===== config.mk =====
export PLATFORM = sky130hd
export DESIGN_NAME = button_event_arbiter
export DESIGN_NICKNAME = d
export VERILOG_FILES = /design/src/rtl/button_event_arbiter.sv
export SDC_FILE = /design/constraint.sdc
export NUM_CORES = 1
export LEC_CHECK = 0
export ABC_AREA = 0
export CORE_MARGIN = 10
export CORE_UTILIZATION = 58
export CTS_BUF_LIST = sky130_fd_sc_hd__clkbuf_8 sky130_fd_sc_hd__clkbuf_16
export DETAILED_ROUTE_END_ITERATION = 16
export PLACE_DENSITY = 0.79
export SETUP_SLACK_MARGIN = 0.3
export SYNTH_ARGS = -nofsm -noshare
export SYNTH_HDL_FRONTEND = slang
export SYNTH_SLANG_ARGS = --single-unit

===== constraint.sdc =====
create_clock -name clock -period 6.9 [get_ports clock]
set_input_delay 1.725 -clock clock [delete_from_list [all_inputs] [get_ports clock]]
set_output_delay 1.725 -clock clock [all_outputs]
set_load 0.005 [all_outputs]

===== src/rtl/button_event_arbiter.sv =====
// button_event_arbiter: shared-tick debouncer for N buttons feeding a round-robin press/release event slot.
// Define BTN_AUTOREPEAT_EN to add auto-repeat events (and the evt_repeat port) for held buttons.
module button_event_arbiter #(
    parameter int N              = 4,
    parameter int TICK_DIV       = 270000,
    parameter int STABLE_SAMPLES = 3,
    parameter int HOLD_TICKS     = 50,
    parameter int REPEAT_TICKS   = 10,
    localparam int IW            = (N > 1) ? $clog2(N) : 1
) (
    input  logic          clock,
    input  logic          reset,
    input  logic [N-1:0]  noisy,
    output logic [N-1:0]  clean,
    output logic          evt_valid,
    input  logic          evt_ready,
    output logic [IW-1:0] evt_id,
    output logic          evt_press,
`ifdef BTN_AUTOREPEAT_EN
    output logic          evt_repeat,
`endif
    output logic [N-1:0]  overrun,
    input  logic          clear_overrun
);
    localparam int CW = $clog2(TICK_DIV);

    if (N < 1 || N > 16 || TICK_DIV < 2 || STABLE_SAMPLES < 1 || STABLE_SAMPLES > 7
        || REPEAT_TICKS < 1 || REPEAT_TICKS > HOLD_TICKS) begin : g_bad_cfg
        $error("button_event_arbiter: illegal parameter set");
    end

    logic [N-1:0]  s_meta, s, flip, set, set_kind, clr, pend, kind;
    logic [2:0]    stab [N];
    logic [CW-1:0] cnt;
    logic [IW-1:0] ptr, sel;
    logic          tick, found, load;

    always_ff @(posedge clock or negedge reset) begin
        if (!reset) begin
            s_meta <= '0;
            s      <= '0;
        end else begin
            s_meta <= noisy;
            s      <= s_meta;
        end
    end

    assign tick = cnt == CW'(TICK_DIV - 1);

    always_ff @(posedge clock or negedge reset) begin
        if (!reset) cnt <= '0;
        else        cnt <= tick ? '0 : cnt + CW'(1);
    end

    // flip marks the tick on which the stability count completes
    always_comb begin
        for (int i = 0; i < N; i++)
            flip[i] = tick && s[i] != clean[i] && stab[i] == 3'(STABLE_SAMPLES - 1);
    end

    always_ff @(posedge clock or negedge reset) begin
        if (!reset) begin
            clean <= '0;
            for (int i = 0; i < N; i++) stab[i] <= '0;
        end else begin
            clean <= clean ^ flip;
            if (tick)
                for (int i = 0; i < N; i++)
                    stab[i] <= (s[i] == clean[i] || flip[i]) ? 3'd0 : stab[i] + 3'd1;
        end
    end

`ifdef BTN_AUTOREPEAT_EN
    localparam int HW = $clog2(HOLD_TICKS + 1);
    logic [HW-1:0] hold [N];
    logic [N-1:0]  fire, rep;

    always_comb begin
        for (int i = 0; i < N; i++)
            fire[i] = tick && clean[i] && !flip[i] && hold[i] == HW'(HOLD_TICKS - 1);
    end

    assign set      = flip | fire;
    assign set_kind = ~clean | fire;

    // after each repeat the counter is rewound so the next one lands REPEAT_TICKS later
    always_ff @(posedge clock or negedge reset) begin
        if (!reset) begin
            rep <= '0;
            for (int i = 0; i < N; i++) hold[i] <= '0;
        end else begin
            for (int i = 0; i < N; i++) begin
                if (set[i]) rep[i] <= fire[i];
                if (!clean[i] || flip[i]) hold[i] <= '0;
                else if (tick)            hold[i] <= fire[i] ? HW'(HOLD_TICKS - REPEAT_TICKS) : hold[i] + HW'(1);
            end
        end
    end
`else
    assign set      = flip;
    assign set_kind = ~clean;
`endif

    // descending scan so the candidate closest to ptr is the last one written
    always_comb begin
        found = 1'b0;
        sel   = '0;
        for (int k = N - 1; k >= 0; k--) begin
            if (pend[(int'(ptr) + k) % N]) begin
                found = 1'b1;
                sel   = IW'((int'(ptr) + k) % N);
            end
        end
        load = !evt_valid || evt_ready;
        clr  = '0;
        if (load && found) clr[sel] = 1'b1;
    end

    always_ff @(posedge clock or negedge reset) begin
        if (!reset) begin
            pend      <= '0;
            kind      <= '0;
            overrun   <= '0;
            ptr       <= '0;
            evt_valid <= 1'b0;
            evt_id    <= '0;
            evt_press <= 1'b0;
`ifdef BTN_AUTOREPEAT_EN
            evt_repeat <= 1'b0;
`endif
        end else begin
            pend    <= (pend & ~clr) | set;
            kind    <= (kind & ~set) | (set_kind & set);
            overrun <= clear_overrun ? '0 : overrun | (set & pend & ~clr);
            if (load) begin
                evt_valid <= found;
                if (found) begin
                    evt_id    <= sel;
                    evt_press <= kind[sel];
                    ptr       <= (sel == IW'(N - 1)) ? '0 : sel + IW'(1);
`ifdef BTN_AUTOREPEAT_EN
                    evt_repeat <= rep[sel];
`endif
                end
            end
        end
    end
endmodule


==> Yosys cells after proc, flatten, opt, wreduce, memory -nomap -nowiden <==
Cells that the tools add are included.
{ "word_totals": {"reg_bits": 61, "input_bits": 8, "word_cells": 110} }
{ "op_classes": {"bitwise_logic": 15, "n_reduce_logical": 20, "order_cmp": 6, "n_addsub": 9, "eq_ne": 14, "n_mux": 31} }
{ "op_table": {"columns": ["cell", "count"], "rows": [
  ["$and 4x4->4", 5],
  ["$add 19x1->19 const B", 1],
  ["$eq 19x19->1 const B", 1],
  ["$mux 19", 1],
  ["$mux 1", 13],
  ["$add 3x1->3 const B", 4],
  ["$eq 3x2->1 const B", 4],
  ["$lt 3x4->1 const B", 3],
  ["$mux 3", 4],
  ["$not 4->4", 3],
  ["$or 4x4->4", 3],
  ["$bmux 1 s2", 5],
  ["$logic_and 1x1->1", 10],
  ["$mux 2", 5],
  ["$mux 4", 2],
  ["$lt 2x3->1 const B", 2],
  ["$reduce_or 2->1", 3],
  ["$logic_or 1x1->1", 5],
  ["$add 2x1->2 const B", 2],
  ["$add 2x2->2 const B", 2],
  ["$eq 1x1->1", 4],
  ["$ne 1x1->1", 4],
  ["$xor 4x4->4", 1],
  ["$and 1x1->1 const A", 3],
  ["5 further kinds", 5]
]} }

==> Longest topological paths before layout <==
{ "logic_depth": {"depth_word": 19, "depth_mapped": 9, "ltp_nobuf": 8} }

==> Worst setup path after synthesis <==
OpenSTA, ideal clock, no wires.
{ "synth_timing": {"path_kind": "input to register", "from": "input port evt_ready", "to": "register overrun[1]", "slack_ns": 4.229, "arrival_ns": 2.550, "cell_stages": 6, "cell_sequence": "inv_1 > a21oi_1 > clkbuf_1 > a21oi_1 > a41oi_1 > nor2_1"} }
{ "synth_via": {"elab_chain_cells": 7} }
{ "synth_lines": {"columns": ["element", "line_no", "text"], "rows": [
  ["start: declaration", "16", "input logic evt_ready,"],
  ["$logic_or 1x1->1", "114", "load = !evt_valid || evt_ready;"],
  ["$logic_and 1x1->1", "116", "if (load && found) clr[sel] = 1'b1;"],
  ["$mux 4", "116", null],
  ["$not 4->4", "134", "overrun <= clear_overrun ? '0 : overrun | (set & pend & ~clr);"],
  ["$and 4x4->4", "134", null],
  ["$or 4x4->4", "134", null],
  ["$mux 4", "134", null],
  ["end signal: assignment", "134", null],
  ["end: declaration", "22", "output logic [N-1:0] overrun,"]
]} }
Every way passes these cells.
A chain may end at the register's enable or synchronous reset.

==> Final worst setup path <==
{ "layout_timing": {"from": "input port evt_ready", "to": "register overrun[2]"} }
The elaborated chain is that of the path after synthesis.

==> impl_metrics.py <==
metrics = {
    "outcome": {
        "outcome": "finished clean",
    },
    "pwr": {
        "swShare_pct": 27.95,
        "pwr-share-seq_pct": 45.4,
        "design_power_total_mw": 0.8896,
        "irDropWorstVdd_v": 0.0001658,
        "p_switching_mw": 0.2487,
        "powerDensity_nw_per_um2": 261.6,
        "power_leakage_nw": 1.561,
        "p_comb_share_pct": 17.6,
        "clock_power_share_pct": 37.0,
        "cellInternalPower_mw": 0.6410,
    },
    "timing": {
        "timing.clock.skew_ns": 0.004217,
        "setup-tns-final_ns": 0,
        "finalSetupViolCount": 0,
        "timing.final.ws_setup_ns": 3.647,
        "report.final.slew_viol_count": 0,
        "hold_viol_final": 0,
        "finalCritPeriodShare_pct": 47.14,
        "finalCriticalPeriod_ns": 3.253,
        "worstMarginPinSlew_ns": 1.046,
        "fmax_ghz": 0.3074,
        "max-slew-margin-rel_pct": 30.29,
        "grt_setup_unrepaired": "no",
    },
    "global_routing": {
        "grt_first_pass_wirelength_um": 10220,
        "grt.met1_usage_pct": 17.15,
        "global_route.peak_usage_layer": "met2",
        "grt_antenna_before_repair": 0,
        "first_global_vias": 2196,
        "grt_start_max_net_pins": 62,
        "overall_track_demand_over_capacity_in_global_routing_pct": 14.88,
        "grt_util_met3_pct": 5.679,
        "grt_overflow_total": 0,
        "grt_use_met2_pct": 24.76,
    },
    "clock_tree": {
        "cts_hold_buffers": 0,
        "total_clock_buffers_created_by_cts": 9,
        "htreeDepth": 3,
        "clk_root_buffer_cell": "sky130_fd_sc_hd__clkbuf_8",
        "cts-root-to-sink-buffers": 2,
        "worst_setup_hold_path_clk_slew_ns": 0.07,
        "numClockSinks": 61,
        "clkLatencyLatePin_ns": 0.34,
        "cts_resized": 0,
        "cts_post_setup_buffers_inserted": 0,
        "clock_tree_from_tritoncts": "built",
    },
    "drt": {
        "totalWireLength_um": 5591,
        "average_wire_per_standard_cell_um": 14.75,
        "routed_via_density": 5.562,
        "detailedRoute.firstIterationViolations": 122,
        "antenna_violating_nets_left": 0,
        "route.vias.total": 2108,
        "first_pass_iters": 4,
        "post-route-drc-count": 0,
    },
    "cells_and_area": {
        "area.sequential_sq_um": 1526,
        "final_net_count": 328,
        "antenna_cells": 0,
        "final_layout_size_suffix_gt1_share_pct": 10.58,
        "flow.area_growth_from_synthesis_pct": 15.41,
        "multi_input_comb_area_sq_um": 1316,
        "fillers": 378,
    },
    "yosys": {
        "netlist_area_sq_um": 2947,
        "muxShareOfSynthArea_pct": 1.104,
        "post_synth.cell_area_avg_sq_um": 10.45,
        "synthesis.instances": 282,
        "ys_seq_area_share_pct": 51.80,
        "post_synth_xor_area_fraction_pct": 6.837,
        "ys_seq_elements": 61,
        "ranking_of_synthesized_cells_by_area": "sky130_fd_sc_hd__dfrtp_1 (52%), sky130_fd_sc_hd__ha_1 (5.5%), sky130_fd_sc_hd__xor2_1 (3.6%)",
        "main_combinational_cell_family_by_area_after_synthesis": "simple AND/OR/NAND/NOR gates",
        "synth_adder_area_share_pct": 5.520,
        "synthDominantCellAreaShare_pct": 51.80,
        "yosys_warnings": 0,
        "post_synth_and_or_nand_nor_area_fraction_pct": 18.56,
        "post_synthesis_compound_gate_area_fraction_pct": 12.48,
        "distinct_cells_synth": 39,
        "synth_top_area_cell": "sky130_fd_sc_hd__dfrtp_1",
        "syn-num-nets": 303,
    },
    "placement": {
        "preCtsSetupSlack_ns": 3.323,
        "gpl.final_weighted_congestion": 0.8098,
        "place.port_buffers": 19,
        "dp_hpwl_um": 3822,
    },
    "floorplanning": {
        "floorplan.die.height_um": 91.28,
        "initial_core_util_pct": 61.17,
        "row_count": 25,
        "total_die_area_sq_um": 8331,
        "core_area_sq_um": 4817,
        "top_level_i_o_count": 20,
        "dieWidth_um": 91.28,
    },
    "critical_path": {
        "cp-start-kind": "input pin",
        "critical_path_peak_fanout": 12,
        "cp_data_required_time_ns": 7.12,
        "critical_path_end_type": "register",
        "worst_r2r_path_depth": 6,
        "r2r_slack_ns": 4.08,
        "path_class": "in -> reg",
        "cp_data_arrival_time_ns": 3.47,
    },
    "hold_path": {
        "worst_hold_path_type": "reg -> reg",
        "hold-path-cell-count": 0,
    },
    "job": {
        "max_cap_viol_count": 0,
    },
}
[state kept, by name, summed over array words and instances, names as in the netlist, named ones only]
name	cells
s_meta	4
stab	12
evt_press	1
evt_valid	1
overrun	4
cnt	19
pend	4
evt_id	2
clean	4
s	4
ptr	2
[layer usage]
layer / wire length, um / share of wire [%]
met5: 0 / 0
met4: 68 / 1.2
met3: 307 / 5.5
met2: 2749 / 49
met1: 2466 / 44
[through the flow]
stage          util, %  area [sq um]  instances  hold WS, ns
2_1_floorplan        -          2947        282       0.3312
5_1_grt          70.60          3401        379       0.3572
6_report         70.60          3401        379       0.3497
3_5_place_dp     66.23          3191        363       0.3395
4_1_cts          70.60          3401        379       0.3513
3_3_place_gp     66.23          3191        363       0.3346
[critical path: stages]
cell and delay (ns):
sky130_fd_sc_hd__clkdlybuf4s50_1 0.49, sky130_fd_sc_hd__inv_1 0.06, sky130_fd_sc_hd__a21oi_1 0.62, sky130_fd_sc_hd__a21boi_0 0.26, sky130_fd_sc_hd__a41oi_1 0.26, sky130_fd_sc_hd__nor2_1 0.05
[area by class of cell]
class	count	area share, %
Sequential cell	61	44.89
Clock buffer	12	4.857
Tap cell	67	2.465
Multi-Input combinational cell	197	38.70
Clock inverter	4	1.325
Inverter	17	1.876
Timing Repair Buffer	21	5.887
[power groups by stage]
stage               Sequential [mW]  Combinational [mW]  Clock (mW)
floorplan                     0.404               0.108           0
global placement              0.408               0.155           0
detailed placement            0.410               0.159           0
CTS                           0.403               0.159       0.337
global route                  0.408               0.178       0.355
finish                        0.404               0.157       0.329
[cell usage after synthesis]
| cell type | n |
|---|---|
| sky130_fd_sc_hd__dfrtp_1 | 61 |
| sky130_fd_sc_hd__nor2_1 | 26 |
| sky130_fd_sc_hd__nand2_1 | 23 |
| sky130_fd_sc_hd__inv_1 | 17 |
| sky130_fd_sc_hd__o21ai_0 | 16 |
| sky130_fd_sc_hd__ha_1 | 13 |
| sky130_fd_sc_hd__xor2_1 | 12 |
| sky130_fd_sc_hd__xnor2_1 | 11 |
| sky130_fd_sc_hd__nor3_1 | 10 |
| sky130_fd_sc_hd__a21oi_1 | 8 |
| sky130_fd_sc_hd__nand2b_1 | 8 |
| sky130_fd_sc_hd__nand4_1 | 8 |
| sky130_fd_sc_hd__nand3_1 | 7 |
| sky130_fd_sc_hd__nor4_1 | 7 |
| sky130_fd_sc_hd__nor2b_1 | 5 |
| sky130_fd_sc_hd__a21o_1 | 4 |
| sky130_fd_sc_hd__a31oi_1 | 4 |
| sky130_fd_sc_hd__o21bai_1 | 4 |
| sky130_fd_sc_hd__o31ai_1 | 4 |
| sky130_fd_sc_hd__a41oi_1 | 3 |
| sky130_fd_sc_hd__buf_2 | 3 |
| sky130_fd_sc_hd__nand2b_4 | 3 |
| sky130_fd_sc_hd__a21boi_0 | 2 |
| sky130_fd_sc_hd__a221oi_1 | 2 |
| sky130_fd_sc_hd__buf_6 | 2 |
| sky130_fd_sc_hd__clkbuf_1 | 2 |
| sky130_fd_sc_hd__mux2_2 | 2 |
| sky130_fd_sc_hd__o22a_1 | 2 |
| sky130_fd_sc_hd__or2_2 | 2 |
| sky130_fd_sc_hd__or3b_2 | 2 |
| sky130_fd_sc_hd__and2_4 | 1 |
| sky130_fd_sc_hd__mux2i_1 | 1 |
| sky130_fd_sc_hd__o221ai_1 | 1 |
| sky130_fd_sc_hd__o22a_2 | 1 |
| sky130_fd_sc_hd__o31ai_4 | 1 |
| sky130_fd_sc_hd__o41ai_2 | 1 |
| sky130_fd_sc_hd__or2_1 | 1 |
| sky130_fd_sc_hd__or3_1 | 1 |
| sky130_fd_sc_hd__or4b_1 | 1 |
[worst paths after layout]
check                           from         end
min in group asynchronous      reset     cnt[15]
setup reg to reg              cnt[0]     stab[0]
setup / recovery           evt_ready  overrun[2]
hold reg to reg            s_meta[1]        s[1]
hold / removal             s_meta[1]        s[1]
max in group asynchronous      reset      cnt[1]
[layout by cell type (no fill, tap or decap), types with 7 or more instances in the layout]
master,netlist,routed
sky130_fd_sc_hd__nand4_1,8,8
sky130_fd_sc_hd__dfrtp_1,61,61
sky130_fd_sc_hd__clkbuf_8,0,12
sky130_fd_sc_hd__o21ai_0,16,16
sky130_fd_sc_hd__a21oi_1,8,8
sky130_fd_sc_hd__nor4_1,7,7
sky130_fd_sc_hd__nand2b_1,8,8
sky130_fd_sc_hd__ha_1,13,13
sky130_fd_sc_hd__clkdlybuf4s50_1,0,18
sky130_fd_sc_hd__inv_1,17,17
sky130_fd_sc_hd__nor3_1,10,9
sky130_fd_sc_hd__xor2_1,12,12
sky130_fd_sc_hd__nor2_1,26,26
sky130_fd_sc_hd__xnor2_1,11,11
sky130_fd_sc_hd__nand3_1,7,7
sky130_fd_sc_hd__nand2_1,23,23
[logic make-up (layout without fill, tap and decap cells)]
group,after synthesis,count (layout)
AND/OR/NAND/NOR,105,105
XOR/XNOR,23,23
AO/OA/AOI/OAI,53,53
adder cells (fa/ha/maj),13,13
flip-flops,61,61
buffers and inverters,24,54
multiplexers,3,3
No activity file was read; power rests on OpenSTA's default activity.
